==> config.mk <==
export PLATFORM = sky130hd
export DESIGN_NAME = fetch_ctrl
export DESIGN_NICKNAME = d
export VERILOG_FILES = /design/src/rtl/fetch_pkg.sv /design/src/rtl/fetch_timer.sv /design/src/rtl/fetch_ctrl.sv
export SDC_FILE = /design/constraint.sdc
export NUM_CORES = 1
export LEC_CHECK = 0
export ABC_CLOCK_PERIOD_IN_PS = 5200
export CORE_ASPECT_RATIO = 0.5
export CORE_UTILIZATION = 44
export DETAILED_ROUTE_END_ITERATION = 8
export GPL_TIMING_DRIVEN = 0
export PLACE_DENSITY = 0.87
export SYNTH_ARGS = -nofsm -noshare
export SYNTH_HDL_FRONTEND = slang
export SYNTH_HIERARCHICAL = 1
export SYNTH_SLANG_ARGS = --single-unit
==> constraint.sdc <==
create_clock -name clk -period 5.2 [get_ports clk]
set_clock_uncertainty 0.2 [all_clocks]
set_input_delay 1.04 -clock clk [delete_from_list [all_inputs] [get_ports clk]]
set_output_delay 1.04 -clock clk [all_outputs]
set_load 0.01 [all_outputs]
==> src/rtl/fetch_pkg.sv <==
// fetch_pkg: shared widths, state encoding and reset PC for the fetch sequencer
package fetch_pkg;
    localparam int XLEN = 32;
    localparam logic [XLEN-1:0] RESET_PC = 32'h8000_0000;
    typedef enum logic [2:0] {IDLE, REQ, WAIT, HOLD, ERROR} fetch_state_e;
endpackage

==> src/rtl/fetch_timer.sv <==
// fetch_timer: clear/enable cycle counter flagging the last allowed wait cycle
module fetch_timer #(
    parameter int TIMEOUT_CYCLES = 16
) (
    input  logic clk,
    input  logic reset,
    input  logic i_clr,
    input  logic i_en,
    output logic o_expire
);
    localparam int W = (TIMEOUT_CYCLES > 1) ? $clog2(TIMEOUT_CYCLES) : 1;
    localparam logic [W-1:0] LAST = W'(TIMEOUT_CYCLES - 1);
    logic [W-1:0] r_count;
    always_ff @(posedge clk or posedge reset) begin
        if (reset)
            r_count <= '0;
        else if (i_clr)
            r_count <= '0;
        else if (i_en)
            r_count <= r_count + W'(1);
    end
    assign o_expire = r_count == LAST;
endmodule

==> src/rtl/fetch_ctrl.sv <==
// fetch_ctrl: one-outstanding instruction fetch sequencer driving PC control,
// the imem request/response channels and the decode handshake.
module fetch_ctrl
    import fetch_pkg::*;
#(
    parameter int TIMEOUT_CYCLES = 16
) (
    input  logic            clk,
    input  logic            reset,
    input  logic [XLEN-1:0] pc_addr,
    output logic            pc_block_increment,
    output logic            pc_is_addr,
    output logic [XLEN-1:0] pc_in_addr,
    output logic            imem_req_valid,
    input  logic            imem_req_ready,
    output logic [XLEN-1:0] imem_req_addr,
    input  logic            imem_rsp_valid,
    input  logic [XLEN-1:0] imem_rsp_data,
    input  logic            redirect_valid,
    input  logic [XLEN-1:0] redirect_addr,
    input  logic            halt,
    output logic            inst_valid,
    input  logic            inst_ready,
    output logic [XLEN-1:0] inst_data,
    output logic [XLEN-1:0] inst_pc,
    output logic            fetch_error
);
    fetch_state_e    r_state, w_next, w_after;
    logic            r_drop;
    logic [XLEN-1:0] r_req_pc, r_inst_data, r_inst_pc;
    logic            w_accept, w_drop, w_expire;

    assign pc_in_addr         = redirect_addr;
    assign pc_is_addr         = redirect_valid && r_state != ERROR;
    assign imem_req_valid     = r_state == REQ && !redirect_valid;
    assign imem_req_addr      = pc_addr;
    assign w_accept           = imem_req_valid && imem_req_ready;
    assign pc_block_increment = !w_accept;
    assign inst_valid         = r_state == HOLD && !redirect_valid;
    assign inst_data          = r_inst_data;
    assign inst_pc            = r_inst_pc;
    assign fetch_error        = r_state == ERROR;
    // A redirect coinciding with the response also kills it: the PC has already moved.
    assign w_drop             = r_drop || redirect_valid;
    assign w_after            = halt ? IDLE : REQ;

    fetch_timer #(.TIMEOUT_CYCLES(TIMEOUT_CYCLES)) u_timer (
        .clk,
        .reset,
        .i_clr   (w_accept),
        .i_en    (r_state == WAIT && !imem_rsp_valid),
        .o_expire(w_expire)
    );

    always_comb begin
        w_next = r_state;
        case (r_state)
            IDLE:    w_next = w_after;
            REQ:     w_next = w_accept ? WAIT : REQ;
            WAIT:    w_next = imem_rsp_valid ? (w_drop ? w_after : HOLD) : (w_expire ? ERROR : WAIT);
            HOLD:    w_next = (redirect_valid || inst_ready) ? w_after : HOLD;
            default: w_next = r_state;
        endcase
    end

    always_ff @(posedge clk or posedge reset) begin
        if (reset) begin
            r_state     <= IDLE;
            r_drop      <= 1'b0;
            r_req_pc    <= '0;
            r_inst_data <= '0;
            r_inst_pc   <= '0;
        end else begin
            r_state <= w_next;
            if (w_accept) begin
                r_req_pc <= pc_addr;
                r_drop   <= 1'b0;
            end else if (r_state == WAIT)
                r_drop <= imem_rsp_valid ? 1'b0 : w_drop;
            if (r_state == WAIT && imem_rsp_valid && !w_drop) begin
                r_inst_data <= imem_rsp_data;
                r_inst_pc   <= r_req_pc;
            end
        end
    end
endmodule

## After elaboration in Yosys (flattened, before gate mapping)

Cells that the tools add are included.

| storage, ports and cells | value |
|---|---|
| flip-flop bits (word level) | 104 |
| output and inout port bits | 133 |

| cells by class | value |
|---|---|
| add/sub/neg operators | 1 |
| equality and inequality tests | 6 |
| mux-type cells | 12 |
| reductions and logical operators | 17 |

Operators with widths:

| kind | number |
|---|---|
| case mux 3 bit (4 select lines) | 1 |
| 2-to-1 mux 4 bit | 2 |
| logical AND 1 bit | 7 |
| == test 3 x 2 -> 1 bit, second input constant | 2 |
| 2-to-1 mux 2 bit | 3 |
| 2-to-1 mux 3 bit | 2 |
| adder 4 x 1 -> 4 bit, second input constant | 1 |
| == test 4 bit, second input constant | 1 |
| logical NOT 1 bit | 4 |
| 2-to-1 mux 1 bit | 4 |
| nonzero test 2 bit | 2 |
| nonzero test 4 bit | 1 |
| == test 3 x 1 -> 1 bit, second input constant | 1 |
| == test 3 bit, second input constant | 1 |
| logical NOT 3 bit | 1 |
| inequality test 3 bit, second input constant | 1 |
| logical OR 1 bit | 2 |

## Depth between registers and ports, before layout

Gate-level depths: netlist of the first run.

| logic depth | value |
|---|---|
| word-level depth | 5 |
| depth in mapped cells | 7 |

## Modules after synthesis

The synthesis of the first run kept the hierarchy.

By module, submodules not included:

| module | times used | cells an instance | area an instance (um^2) |
|---|---|---|---|
| fetch_ctrl | 1 | 302 | 4506.8 |
| fetch_timer | 1 | 18 | 202.7 |

## Worst setup path after synthesis of the first run

OpenSTA, ideal clock, no wires.

| timing path | value |
|---|---|
| path kind | input to output |
| from | in redirect_valid |
| to | out pc_block_increment |
| arrival | 1861 ps |
| setup slack | 2099 ps |
| stages | 4 |
| buffers on the path | 1 |
| path through | nand2b_1 > nor3_4 > buf_6 > inv_1 |

| between the ends | value |
|---|---|
| word-level cells in the longest chain between the ends | 4 |

RTL lines:

| element | RTL line | RTL |
|---|---|---|
| from (decl) | fetch_ctrl.sv:19 | `input logic redirect_valid,` |
| logical NOT 1 bit | fetch_ctrl.sv:35 | `assign imem_req_valid = r_state == REQ && !redirect_valid;` |
| logical AND 1 bit | fetch_ctrl.sv:35 |  |
| logical AND 1 bit | fetch_ctrl.sv:37 | `assign w_accept = imem_req_valid && imem_req_ready;` |
| via w_accept | fetch_ctrl.sv:31 | `logic w_accept, w_drop, w_expire;` |
| logical NOT 1 bit | fetch_ctrl.sv:38 | `assign pc_block_increment = !w_accept;` |
| to (decl) | fetch_ctrl.sv:11 | `output logic pc_block_increment,` |

The timed path passes the listed nets, and every way through them passes these cells.

## Worst setup path after layout of the first run

Same ends and word-level chain as after synthesis.

==> results of run 1 <==
[cells in the final DEF (no fill, tap or decap), drive strengths merged, types with 2 or more instances in the layout]
cell / instances
inv: 4
clkbuf: 11
clkdlybuf4s50: 203
mux2: 97
nand2b: 3
nor3b: 2
nor2: 9
buf: 76
a21oi: 3
nor2b: 2
dfrtp: 104
nor3: 5
[layer usage]
layer / global-route usage [%] / part of all wire [%]
met1: 22.4 / 40
met2: 35.7 / 54
met3: 4.85 / 5.3
met4: 6.87 / 1.6
met5: 0 / 0
[power by group]
group | internal (W) | leakage, nW | switching (W)
logic | 0.000855 | 1.90 | 0.000428
clock network | 0.000393 | 0.143 | 0.000279
registers | 0.00116 | 1.33 | 0.000195
[cell type report]
type                    count  share of cell area (%)
flip-flops and latches    104                    35.9
well taps                 140                    2.42
multi-input cells         137                    20.8
inverters                   4                   0.242
plain buffers              75                    8.12
clock inverters             3                   0.587
clock buffers              11                    3.49
repair buffers            204                    28.4
[state kept, by name, summed over array words and instances, names as in the netlist]
name / count
inst_data: 32
inst_pc: 32
r_drop: 1
r_req_pc: 32
r_state: 3
u_timer/r_count: 4
[cells by family after synthesis]
family,Yosys count,share of synthesized area [%]
buffers and inverters,79,12.8
xor gates and xnor gates,1,0.186
and+or+nand+nor,26,3.29
adders and majority gates,1,0.266
muxes,98,26.5
DFF,104,55.3
AOI/OAI and AO/OA,11,1.67
[per-stage QoR]
| step | utilization (%) | cells | TNS [ps] |
|---|---|---|---|
| CTS | 70.2 | 678 | 0 |
| global route | 70.2 | 678 | 0 |
| finish | 70.2 | 678 | 0 |
| floorplan | - | 320 | 0 |
| detailed placement | 67.4 | 664 | 0 |
| global placement | 67.1 | 663 | -19590 |
[worst min-delay path by stage]
stage / slack, ps / cells past startpoint / from / end
detailed placement: 290 / 1 / r_req_pc[6]$_DFFE_PP0P_ / inst_pc[6]$_DFFE_PP0P_
finish: 300 / 1 / r_req_pc[0]$_DFFE_PP0P_ / r_req_pc[0]$_DFFE_PP0P_
global placement: 280 / 1 / r_req_pc[7]$_DFFE_PP0P_ / inst_pc[7]$_DFFE_PP0P_
floorplan: 280 / 1 / r_req_pc[0]$_DFFE_PP0P_ / r_req_pc[0]$_DFFE_PP0P_
CTS: 310 / 1 / r_req_pc[22]$_DFFE_PP0P_ / inst_pc[22]$_DFFE_PP0P_
global route: 320 / 1 / r_req_pc[24]$_DFFE_PP0P_ / inst_pc[24]$_DFFE_PP0P_
==> impl_metrics.py, run 1 <==
metrics = {
    "status": {
        "status": "finished, final reports clean",
    },
    "floorplanning": {
        "initial_utilization_pct": 45.7,
        "core_area_um2": 10300,
        "die_area_um2": 11100,
        "rows": 26,
        "die_x_um": 148,
        "die_h_um": 75.2,
        "io_pins": 236,
    },
    "global_route": {
        "grt_max_degree": 69,
        "grt_pass1_wl_um": 16300,
        "overflow": 0,
        "grt_pass1_vias": 3208,
        "grt_antenna_before_repair": 0,
        "grtUsageTotal_pct": 19.3,
    },
    "cts": {
        "post_cts_resized": 0,
        "cts_tree": "done",
        "path_clk_slew_ps": 60,
        "ctsHoldBuffers": 0,
        "clk_latency_ps": 330,
        "cts-htree-levels": 3,
        "postCtsSetupBuffers": 0,
        "cts_inserted_buffers": 9,
        "cts_root_buffer": "clkbuf_16",
        "clk_path_buf_depth": 2,
        "clock-sinks": 104,
    },
    "worst_hold_path": {
        "hold_class": "flip-flop to flip-flop",
    },
    "drt": {
        "drc": 0,
        "detail-route-antenna-nets": 0,
        "drt_wl_total_um": 10700,
        "viasPerCell": 4.67,
        "dr_total_vias": 3166,
        "drtIter0Drc": 153,
        "dr.pass1.iters": 4,
        "routedWlPerCell_um": 15.8,
    },
    "placement": {
        "portBuffers": 203,
        "place_ws_ps": 841,
        "place_congestion": 0.763,
        "post-dp-hpwl_um": 8030,
        "dpl_cell_area_um2": 6950,
    },
    "worst_setup_path": {
        "r2r-start": "r_state[2]$_DFFE_PP0P_",
        "critical-path-max-stage-delay_ps": 540,
        "crit_fanout": 14,
        "worstPathRequired_ps": 3960,
        "rr_worst_depth": 4,
        "arrival_ps": 3150,
        "rrSetupSlack_ps": 3100,
        "crit_top_cell": "clkdlybuf4s50_1",
        "worstSetupPathType": "input port to primary output",
        "critPathTopFamily": "buffers and inverters",
        "path_depth": 6,
        "crit_path_end": "pc_block_increment",
        "r2r_end": "r_req_pc[3]$_DFFE_PP0P_",
        "cp-startpoint": "redirect_valid",
        "critical_path_buf_inv_count": 4,
        "crit_path_start_kind": "input port",
        "critPathCaptureType": "primary output",
        "critPathSlowestCell": "clkdlybuf4s50_1",
        "path_cells": "clkdlybuf4s50_1 -> nand2b_1 -> nor3_4 -> buf_6 -> inv_1 -> clkdlybuf4s50_1",
    },
    "timing": {
        "max-slew-margin-rel_pct": 59.5,
        "whs_ps": 300,
        "tightest_slew_ps": 602,
        "setup_viol": 0,
        "grt_setup_unrepaired": "false",
        "worst_slack_ps": 805,
        "fin_crit_sh_pct": 84.5,
        "finalHoldViolCount": 0,
        "timing.fmax_mhz": 228,
        "fin_crit_ps": 4390,
        "slew_viol_final": 0,
    },
    "power_and_ir_drop": {
        "ir_drop_mv": 0.225,
        "p_per_area_nw_per_um2": 457,
        "leakage_nw": 3.37,
        "p_total_w": 0.00331,
    },
    "logic_synthesis": {
        "yosys_warnings": 6,
        "synth_edf_count": 0,
        "yosysMostFrequentCell": "dfrtp_1",
        "synthArstFlopShare_pct": 100,
        "ys_seq_area_share_pct": 55.3,
        "synth-seq-cells": 104,
        "synthesis.nets": 424,
        "synthCells": 320,
        "synthTopCellsByCount": "104 x dfrtp_1, 65 x buf_4, 58 x mux2_2",
        "ys.flop_type": "dfrtp_1",
        "postSynthAreaPerCell_um2": 14.7,
        "synthDominantCellAreaShare_pct": 55.3,
        "synth_area_leaders": "dfrtp_1 55%, mux2_2 14%, mux2_4 12%, buf_4 10%, buf_6 1.9%",
        "syn_area_um2": 4710,
        "synth_cell_types": 32,
        "synth_top_cell_by_area": "dfrtp_1",
    },
    "cells_and_area": {
        "multiInputGateArea_um2": 1500,
        "register_area_um2": 2600,
        "fin_area_um2": 7240,
        "antenna_cells": 0,
        "area_growth_pct": 53.8,
        "fillCellCount": 702,
        "nets": 639,
        "layout-drive-gt1-share_pct": 35.7,
    },
    "flow_run": {
        "max_cap_viol_count": 0,
    },
}
Note: power is estimated with default switching activity, not from simulation.
==> inputs of run 2 (changes only) <==
--- a/config.mk
+++ b/config.mk
@@ -5,12 +5,12 @@
 export SDC_FILE = /design/constraint.sdc
 export NUM_CORES = 1
 export LEC_CHECK = 0
-export ABC_CLOCK_PERIOD_IN_PS = 5200
+export ABC_CLOCK_PERIOD_IN_PS = 3800
 export CORE_ASPECT_RATIO = 0.5
-export CORE_UTILIZATION = 44
+export CORE_UTILIZATION = 37
 export DETAILED_ROUTE_END_ITERATION = 8
 export GPL_TIMING_DRIVEN = 0
-export PLACE_DENSITY = 0.87
+export PLACE_DENSITY = 0.78
 export SYNTH_ARGS = -nofsm -noshare
 export SYNTH_HDL_FRONTEND = slang
 export SYNTH_HIERARCHICAL = 1
==> constraint.sdc (replaced) <==
create_clock -name clk -period 3.8 [get_ports clk]
set_clock_uncertainty 0.2 [all_clocks]
set_input_delay 0.76 -clock clk [delete_from_list [all_inputs] [get_ports clk]]
set_output_delay 0.76 -clock clk [all_outputs]
set_load 0.01 [all_outputs]
==> impl_metrics.py, run 2 (synthesized netlist as in run 1, its figures left out) <==
metrics = {
    "status": {
        "status": "finished, final reports clean",
    },
    "cells_and_area": {
        "area_growth_pct": 55.7,
        "mostFrequentLayoutCells": "203 x clkdlybuf4s50_1, 104 x dfrtp_1, 66 x buf_4",
        "final_common_cell": "clkdlybuf4s50_1",
        "stdcell_count": 706,
        "register_area_um2": 2600,
        "fillCellCount": 957,
        "layout-drive-gt1-share_pct": 36.0,
        "multiInputGateArea_um2": 1500,
        "nets": 640,
        "antenna_cells": 0,
    },
    "worst_setup_path": {
        "r2r-start": "r_state[0]$_DFFE_PP0P_",
        "rrSetupSlack_ps": 1650,
        "critPathCaptureType": "primary output",
        "critical-path-max-stage-delay_ps": 520,
        "crit_top_cell": "clkdlybuf4s50_1",
        "crit_path_end": "pc_block_increment",
        "rr_worst_depth": 4,
        "crit_path_start_kind": "input port",
        "cp-startpoint": "redirect_valid",
        "r2r_end": "u_timer/r_count[3]$_DFFE_PP0P_",
        "arrival_ps": 2570,
        "crit_fanout": 14,
        "worstSetupPathType": "input port to primary output",
        "path_cells": "clkdlybuf4s50_1 -> nand2b_1 -> nor3_4 -> buf_6 -> inv_1 -> clkdlybuf4s50_1",
        "critPathSlowestCell": "clkdlybuf4s50_1",
        "worstPathRequired_ps": 2840,
    },
    "floorplanning": {
        "initial_utilization_pct": 38.9,
        "die_h_um": 81.8,
        "die_x_um": 162,
        "core_area_um2": 12100,
        "die_area_um2": 13200,
        "io_pins": 236,
        "rows": 28,
    },
    "timing": {
        "timing.fmax_mhz": 283,
        "tightest_slew_ps": 731,
        "worst_slack_ps": 265,
        "whs_ps": 305,
        "fin_crit_sh_pct": 93.0,
        "max-slew-margin-rel_pct": 50.9,
        "finalHoldViolCount": 0,
        "setup_viol": 0,
        "grt_setup_unrepaired": "false",
        "slew_viol_final": 0,
        "fin_crit_ps": 3530,
        "setup_tns_ps": 0,
    },
    "power_and_ir_drop": {
        "p_total_w": 0.00467,
        "p_int_w": 0.00340,
        "power_frac_clock_pct": 22.8,
        "seqPwrFrac_pct": 39.5,
        "p_sw_w": 0.00127,
        "leakage_nw": 3.40,
        "ir_drop_mv": 0.312,
        "p_per_area_nw_per_um2": 637,
        "power_frac_comb_pct": 37.7,
        "swShare_pct": 27.1,
    },
    "cts": {
        "cts_tree": "done",
        "cts_inserted_buffers": 9,
        "clock-sinks": 104,
        "path_clk_slew_ps": 60,
        "clk_latency_ps": 340,
        "cts_root_buffer": "clkbuf_16",
        "ctsHoldBuffers": 0,
        "cts-htree-levels": 3,
        "post_cts_resized": 0,
        "clk_path_buf_depth": 2,
    },
    "drt": {
        "drtIter0Drc": 66,
        "drc": 0,
        "dr.pass1.iters": 4,
        "routedWlPerCell_um": 15.2,
        "drt_wl_total_um": 10700,
        "viasPerCell": 4.49,
        "dr_total_vias": 3169,
        "detail-route-antenna-nets": 0,
    },
    "placement": {
        "post-dp-hpwl_um": 8130,
        "place_ws_ps": -27.1,
        "dp.cells": 689,
        "place_congestion": 0.720,
        "portBuffers": 203,
    },
    "flow_run": {
        "max_cap_viol_count": 0,
    },
    "worst_hold_path": {
        "hold_class": "flip-flop to flip-flop",
        "min-delay-start": "r_req_pc[9]$_DFFE_PP0P_",
    },
    "global_route": {
        "grt_antenna_before_repair": 0,
        "grt_pass1_vias": 3211,
        "grtUsageTotal_pct": 15.8,
        "grt_max_degree": 53,
        "overflow": 0,
        "grt_pass1_wl_um": 16300,
    },
}
run 2: cell types whose count changed in the layout (fill, tap and decap cells not counted):
| cell | change |
|---|---|
| clkbuf_8 | -2 |
| buf_4 | +1 |
| clkinv_4 | +2 |
| bufinv_16 | +2 |
run 2: worst min-delay path by stage:
stage                                          to  slack, ps  depth (start not counted)
after floorplan           r_req_pc[0]$_DFFE_PP0P_        280                          1
after global placement    inst_pc[13]$_DFFE_PP0P_        280                          1
after detailed placement  inst_pc[29]$_DFFE_PP0P_        290                          1
after CTS                 inst_pc[19]$_DFFE_PP0P_        300                          1
after global routing      inst_pc[29]$_DFFE_PP0P_        320                          1
final                      inst_pc[9]$_DFFE_PP0P_        310                          1
run 2: power by group through the flow:
stage | registers [W] | logic, W | clock network, W
2_1_floorplan | 0.00195 | 0.000756 | 0
3_3_place_gp | 0.00183 | 0.00174 | 0
3_5_place_dp | 0.00186 | 0.00178 | 0
4_1_cts | 0.00185 | 0.00179 | 0.00109
5_1_grt | 0.00190 | 0.00186 | 0.00113
6_report | 0.00184 | 0.00176 | 0.00106
run 2: timing repair:
action	in CTS	in global routing
setup buffers	1	0
hold endpoints to repair	0	0
setup endpoints to repair	1	0
run 2: through the flow:
step                utilization, %  cell area, um2
global placement              57.3            6950
detailed placement            57.6            6980
CTS                           60.5            7330
finish                        60.5            7330
global route                  60.5            7330
floorplan                        -            4710
run 2: area by class of cell:
cell class | count | area share [%]
multi-input cells | 137 | 20.5
flip-flops and latches | 104 | 35.5
repair buffers | 205 | 28.2
inverters | 4 | 0.239
plain buffers | 75 | 8.02
clock inverters | 7 | 1.64
well taps | 165 | 2.82
clock buffers | 9 | 3.07
run 2: critical path: cells and delay by family:
| family | cells | cell delay, ps |
|---|---|---|
| simple gates | 2 | 550 |
| buf+inv | 4 | 1260 |
run 2: layer usage:
metal / track usage, % / share of wire, %
met2: 30.3 / 54
met5: 0 / 0
met1: 18.8 / 41
met3: 2.88 / 4.2
met4: 3.68 / 0.64
